`src/rtl/fifo_uart_tx_pkg.sv`:
```
// Shared definitions for the FIFO-draining UART transmitter and its
// companion blocks (the UART receiver reuses the state codes and line levels).
package fifo_uart_tx_pkg;

  // 100 MHz / 115200 baud
  localparam int DEFAULT_BAUD_DIV   = 868;
  localparam int DEFAULT_DATA_WIDTH = 8;

  // Line levels
  localparam logic UART_IDLE  = 1'b1;
  localparam logic UART_START = 1'b0;

  // Frame sequencer states, fixed 3-bit encodings
  typedef enum logic [2:0] {
    S_IDLE  = 3'd0,
    S_READ  = 3'd1,
    S_LOAD  = 3'd2,
    S_START = 3'd3,
    S_DATA  = 3'd4,
    S_STOP  = 3'd5
  } tx_state_e;

endpackage

```
`src/rtl/fifo_uart_tx_if.sv`:
```
// FIFO read port as seen by a draining consumer. The consumer (master) issues
// the read strobe; the FIFO (slave) supplies Empty and the registered read data.
interface fifo_uart_tx_if #(
  parameter int DATA_WIDTH = 8
);

  logic                  rd_en;
  logic                  empty;
  logic [DATA_WIDTH-1:0] rd_data;

  modport master (
    output rd_en,
    input  empty,
    input  rd_data
  );

  modport slave (
    input  rd_en,
    output empty,
    output rd_data
  );

endinterface

```
`src/rtl/fifo_uart_tx_baud_tick_gen.sv`:
```
// Bit-period timer: counts 0..BAUD_DIV-1 and flags the last cycle of each
// bit period. A clear restarts the period so every state begins aligned.
module fifo_uart_tx_baud_tick_gen
  import fifo_uart_tx_pkg::*;
#(
  parameter int BAUD_DIV = DEFAULT_BAUD_DIV
) (
  input  logic clk_i,
  input  logic rst_i,
  input  logic clr_i,
  output logic tick_o
);

  localparam int            CW   = $clog2(BAUD_DIV);
  localparam logic [CW-1:0] LAST = CW'(BAUD_DIV - 1);

  logic [CW-1:0] cnt_q;
  logic [CW-1:0] cnt_d;

  assign tick_o = (cnt_q == LAST);

  // Next count: restart on clear or at the end of a bit period
  always_comb begin
    cnt_d = cnt_q;
    if (clr_i || tick_o) begin
      cnt_d = '0;
    end else begin
      cnt_d = cnt_q + 1'b1;
    end
  end

  // Counter register
  always_ff @(posedge clk_i) begin
    if (rst_i) begin
      cnt_q <= '0;
    end else begin
      cnt_q <= cnt_d;
    end
  end

endmodule

```
`src/rtl/fifo_uart_tx.sv`:
```
// Drains bytes from a FIFO and sends each one as an 8N1 UART frame, LSB first.
// All outputs are registered; the read strobe is a single cycle and is only
// raised from IDLE when the FIFO reports data.
module fifo_uart_tx
  import fifo_uart_tx_pkg::*;
#(
  parameter int BAUD_DIV   = DEFAULT_BAUD_DIV,
  parameter int DATA_WIDTH = DEFAULT_DATA_WIDTH
) (
  input  logic                 clk_i,
  input  logic                 rst_i,
  input  logic                 enable_i,
  fifo_uart_tx_if.master       fifo_rd,
  output logic                 txd_o,
  output logic                 busy_o,
  output logic [15:0]          tx_count_o
);

  localparam int            BW       = (DATA_WIDTH > 2) ? $clog2(DATA_WIDTH) : 1;
  localparam logic [BW-1:0] LAST_BIT = BW'(DATA_WIDTH - 1);

  tx_state_e             state_q, state_d;
  logic                  txd_q, txd_d;
  logic                  rd_en_q, rd_en_d;
  logic                  busy_q, busy_d;
  logic [15:0]           count_q, count_d;
  logic [DATA_WIDTH-1:0] shift_q, shift_d;
  logic [BW-1:0]         bit_q, bit_d;

  logic baud_clr;
  logic baud_tick;

  // The bit timer only runs in the timed states and restarts on every state
  // entry, so START/DATA/STOP each begin with a full bit period.
  assign baud_clr = (state_d != state_q) ||
                    !(state_q inside {S_START, S_DATA, S_STOP});

  fifo_uart_tx_baud_tick_gen #(
    .BAUD_DIV (BAUD_DIV)
  ) u_baud (
    .clk_i  (clk_i),
    .rst_i  (rst_i),
    .clr_i  (baud_clr),
    .tick_o (baud_tick)
  );

  // Frame sequencer: next state and next values of all registered outputs
  always_comb begin
    state_d = state_q;
    txd_d   = txd_q;
    rd_en_d = rd_en_q;
    busy_d  = busy_q;
    count_d = count_q;
    shift_d = shift_q;
    bit_d   = bit_q;

    unique case (state_q)
      S_IDLE: begin
        txd_d = UART_IDLE;
        if (enable_i && !fifo_rd.empty) begin
          rd_en_d = 1'b1;
          busy_d  = 1'b1;
          state_d = S_READ;
        end
      end

      // FIFO presents the popped byte on the edge that leaves this state
      S_READ: begin
        rd_en_d = 1'b0;
        state_d = S_LOAD;
      end

      S_LOAD: begin
        shift_d = fifo_rd.rd_data;
        txd_d   = UART_START;
        state_d = S_START;
      end

      S_START: begin
        if (baud_tick) begin
          txd_d   = shift_q[0];
          bit_d   = '0;
          state_d = S_DATA;
        end
      end

      S_DATA: begin
        if (baud_tick) begin
          if (bit_q == LAST_BIT) begin
            txd_d   = UART_IDLE;
            state_d = S_STOP;
          end else begin
            shift_d = shift_q >> 1;
            txd_d   = shift_q[1];
            bit_d   = bit_q + 1'b1;
          end
        end
      end

      S_STOP: begin
        if (baud_tick) begin
          count_d = count_q + 16'd1;
          busy_d  = 1'b0;
          state_d = S_IDLE;
        end
      end

      default: begin
        state_d = S_IDLE;
        txd_d   = UART_IDLE;
        rd_en_d = 1'b0;
        busy_d  = 1'b0;
      end
    endcase
  end

  // State and output registers; reset abandons any frame in flight
  always_ff @(posedge clk_i) begin
    if (rst_i) begin
      state_q <= S_IDLE;
      txd_q   <= UART_IDLE;
      rd_en_q <= 1'b0;
      busy_q  <= 1'b0;
      count_q <= '0;
      shift_q <= '0;
      bit_q   <= '0;
    end else begin
      state_q <= state_d;
      txd_q   <= txd_d;
      rd_en_q <= rd_en_d;
      busy_q  <= busy_d;
      count_q <= count_d;
      shift_q <= shift_d;
      bit_q   <= bit_d;
    end
  end

  assign fifo_rd.rd_en = rd_en_q;
  assign txd_o         = txd_q;
  assign busy_o        = busy_q;
  assign tx_count_o    = count_q;

endmodule
```
`src/flat_wrapper.sv`:
```
// flat-port wrapper written by rule: the top's interface ports become plain ports
module fifo_uart_tx_flat import fifo_uart_tx_pkg::*;
#(
  parameter int BAUD_DIV   = DEFAULT_BAUD_DIV,
  parameter int DATA_WIDTH = DEFAULT_DATA_WIDTH
)
  (clk_i, rst_i, enable_i, txd_o, busy_o, tx_count_o, fifo_rd_rd_en, fifo_rd_empty, fifo_rd_rd_data);
  fifo_uart_tx_if #(.DATA_WIDTH(DATA_WIDTH)) fifo_rd_i ();
  input  logic clk_i;
  input  logic rst_i;
  input  logic enable_i;
  output logic txd_o;
  output logic busy_o;
  output logic [15:0] tx_count_o;
  output wire logic [$bits(fifo_rd_i.rd_en)-1:0] fifo_rd_rd_en;
  input wire logic [$bits(fifo_rd_i.empty)-1:0] fifo_rd_empty;
  input wire logic [$bits(fifo_rd_i.rd_data)-1:0] fifo_rd_rd_data;
  assign fifo_rd_rd_en = fifo_rd_i.rd_en;
  assign fifo_rd_i.empty = fifo_rd_empty;
  assign fifo_rd_i.rd_data = fifo_rd_rd_data;
  fifo_uart_tx #(.BAUD_DIV(BAUD_DIV), .DATA_WIDTH(DATA_WIDTH)) u_core (.clk_i(clk_i), .rst_i(rst_i), .enable_i(enable_i), .fifo_rd(fifo_rd_i), .txd_o(txd_o), .busy_o(busy_o), .tx_count_o(tx_count_o));
endmodule
```
`config.mk`:
```
export PLATFORM = sky130hd
export DESIGN_NAME = fifo_uart_tx_flat
export DESIGN_NICKNAME = d
export VERILOG_FILES = /design/src/rtl/fifo_uart_tx_pkg.sv /design/src/rtl/fifo_uart_tx_if.sv /design/src/rtl/fifo_uart_tx_baud_tick_gen.sv /design/src/rtl/fifo_uart_tx.sv /design/src/flat_wrapper.sv
export SDC_FILE = /design/constraint.sdc
export NUM_CORES = 1
export LEC_CHECK = 0
export CORE_MARGIN = 1.5
export CORE_UTILIZATION = 45
export DETAILED_ROUTE_END_ITERATION = 12
export MAX_ROUTING_LAYER = met4
export PLACE_DENSITY_LB_ADDON = 0.2
export RECOVER_POWER = 100
export SLEW_MARGIN = 30
export SYNTH_ARGS = -nofsm -noshare
export SYNTH_HDL_FRONTEND = slang
export SYNTH_SLANG_ARGS = --single-unit
export TNS_END_PERCENT = 100
```
`constraint.sdc`:
```
create_clock -name clk_i -period 4.1 [get_ports clk_i]
set_input_delay 0.41 -clock clk_i [delete_from_list [all_inputs] [get_ports clk_i]]
set_output_delay 0.41 -clock clk_i [all_outputs]
set_load 0.01 [all_outputs]
```
==> results.toml <==
[outcome]
status = "finished, violations left"
failed_checks = "DRC"

[sta]
fmax_ghz = 0.385
finalSetupTns_ns = 0
finalSetupViolCount = 0
fin_crit_sh = 0.634
slew_viol_final = 0
slew_headroom = 0.541
finalCriticalPeriod_ns = 2.60
rsz0062_at_grt = "false"
skew_ns = 0.00646
hold_viol = 0
worst_pin_slew_ns = 0.679
final.setup.worst_slack_ns = 1.50

[synthesis]
ys.flop_type = "dfxtp_1"
ys_seq_area_frac = 0.403
synth_area_mm2 = 0.00213
synth_edf_count = 0
async_reset_ff_frac = 0
yosys.area.top_type = "dfxtp_1"
synth_area_leaders = "dfxtp_1 40%, a21oi_1 4.9%, mux2i_1 4.2%"
synth.distinct_cells = 47
syn_nets = 254
synth-seq-cells = 43
yosys_warnings = 0
syn-instance-count = 238
synth_area_per_cell_um2 = 8.97
synth.top_cell.area_share = 0.403

[global_routing]
overflow = 0
grt_first_pass_wirelength_um = 7090
track_usage = 0.175
grt_pass1_vias = 1591
grt_max_degree = 27
antenna_found_initial = 0

[hold_path]
hp-start = "u_core.u_baud.cnt_q[0]"
min-delay-path-class = "reg -> reg"
min_path_cells = 1

[clocking]
htree_levels = 2
ctsHoldBuffers = 0
clock-sinks = 43
clk_pin_slew_worst_paths_ns = 0.08
root_buffer = "clkbuf_8"
post_cts_buffers = 0
numCtsBuffers = 5
ctsLongestPathBuffers = 2
clock_latency_ns = 0.29
cts_tree = "built"
post_cts_resized = 0

[worst_setup_path]
worstPathBufferInverterCount = 1
worst_path_max_delay_cell = "nand4_1"
crit_type = "reg -> reg"
rr_startpoint = "u_core.u_baud.cnt_q[0]"
start_kind = "register"
ff2ff_path_depth = 6
cp-end-kind = "register"
arrival_ns = 2.78
cp_top_family = "simple AND/OR/NAND/NOR gates"
crit_chain = "ha_1 > nor4bb_1 > clkbuf_1 > nand4_1 > nor4_1 > mux2_2"
worstPathRequired_ns = 4.29
crit_fanout = 18
cpPeakStageDelay_ns = 0.55
crit_start = "u_core.u_baud.cnt_q[0]"
critical_path_depth = 6

[drt]
drt-wirelength-per-cell_um = 13.2
ant_nets = 0
top_layer = "met4"
vias_per_cell = 5.78
drtIter0Drc = 66
dr.pass1.iters = 8
wl_met2_um = 1830
wl_met3_um = 148
met1_length_um = 2110
routed_wl_um = 4160
vias = 1828
drc = 2

[power]
pwr-share-comb = 0.076
fin_total_pwr_mw = 0.785
internal_power_mw = 0.612
p_sw_frac = 0.220
clkPwrFrac = 0.364
ir_drop_uv = 162
cellLeakagePower_nw = 0.885
p_sw_mw = 0.172
powerDensity_mw_per_mm2 = 312
pwr-share-seq = 0.559

[final_layout]
final_common_cell = "dfxtp_1"
drive_above_1_share = 0.0606
area_delta_synth_final_pct = 17.8
final_cell_mix = "43 x dfxtp_1, 23 x nor2_1, 21 x a21oi_1"
fillers = 416
antenna_cells = 0
nets = 279

[die]
die_width_um = 71.9
rows = 24
fp.dieH_um = 71.9
die-area_mm2 = 0.00517
pin_count = 31
start_util = 0.480
core_mm2 = 0.00444

[place]
portBuffers = 30
routabilityCongestion = 0.728
dp_slack_ns = 1.99
hpwlAfterDp_um = 2880

[job]
maxCapViolations = 0
## synthesized netlist by cell type, types with 2 or more instances
library cell and n:
dfxtp_1 43, nor2_1 23, a21oi_1 21, nand2_1 14, mux2i_1 9, nand3_1 9
a311oi_1 8, o21ai_0 8, clkbuf_1 7, inv_1 7, and3_1 5, buf_2 5
o31ai_1 5, or3_1 5, xnor2_1 5, ha_1 4, nand4_1 4, o311ai_0 4
or4_1 4, xor2_1 4, a32oi_1 3, o41ai_1 3, or2_2 3, a41oi_1 2
and2_1 2, and3b_1 2, buf_4 2, mux2_2 2, nand2b_1 2, nand4_4 2
nor2b_1 2, nor3_1 2, nor3b_1 2, nor4_1 2
## final cells by class
cell class,instances,area [µm²],share of cell area
inverters,8,30.0,0.0119
repair buffers,32,312,0.124
well taps,52,65.1,0.0259
flip-flops and latches,43,861,0.342
multi-input cells,173,1150,0.456
clock buffers,8,100,0.0398
## state kept, by name, summed over array words and instances (netlist names)
name and flops:
u_core.tx_count_o 16, u_core.u_baud.cnt_q 10, u_core.shift_q 8, u_core.bit_q 3, u_core.state_q 3, u_core.busy_o 1
u_core.fifo_rd.rd_en 1, u_core.txd_o 1
## path summary, 6_finish.rpt
kind	to	slack [ns]
max	u_core.tx_count_o[15]	1.50
min	u_core.u_baud.cnt_q[0]	0.48
max reg2reg	u_core.tx_count_o[15]	1.50
min reg2reg	u_core.u_baud.cnt_q[0]	0.48
## per-layer routing
| layer | GRT usage | up-vias |
|---|---|---|
| met5 | - | - |
| met4 | 0.0797 | 0 |
| met3 | 0.0338 | 7 |
| met2 | 0.272 | 35 |
| met1 | 0.222 | 844 |
| li1 | - | 942 |
## metrics by stage
step                instance area (µm²)  utilization  std cells  hold slack (ns)
floorplan                          2130            -        238            0.430
global placement                   2450        0.551        308            0.443
detailed placement                 2450        0.551        308            0.470
CTS                                2550        0.573        316            0.484
global route                       2510        0.566        316            0.490
finish                             2510        0.566        316            0.478
## logic make-up (layout without fill, tap and decap cells)
group / Yosys count / count (layout) / synth area share
and+or+nand+nor: 89 / 89 / 0.242
AOI/OAI and AO/OA: 60 / 60 / 0.196
DFF: 43 / 43 / 0.403
buffers and inverters: 22 / 48 / 0.0451
muxes: 11 / 11 / 0.0528
xor gates and xnor gates: 9 / 9 / 0.0369
adders and majority gates: 4 / 4 / 0.0234
## power groups by stage
stage                     Clock [mW]  Combinational, mW  Sequential [mW]
final                          0.286             0.0600            0.439
after global routing           0.313             0.0667            0.441
after CTS                      0.297             0.0612            0.439
after detailed placement           0             0.0607            0.449
after global placement             0             0.0601            0.449
after floorplan                    0             0.0421            0.445
(Power assumes the default switching activity.)
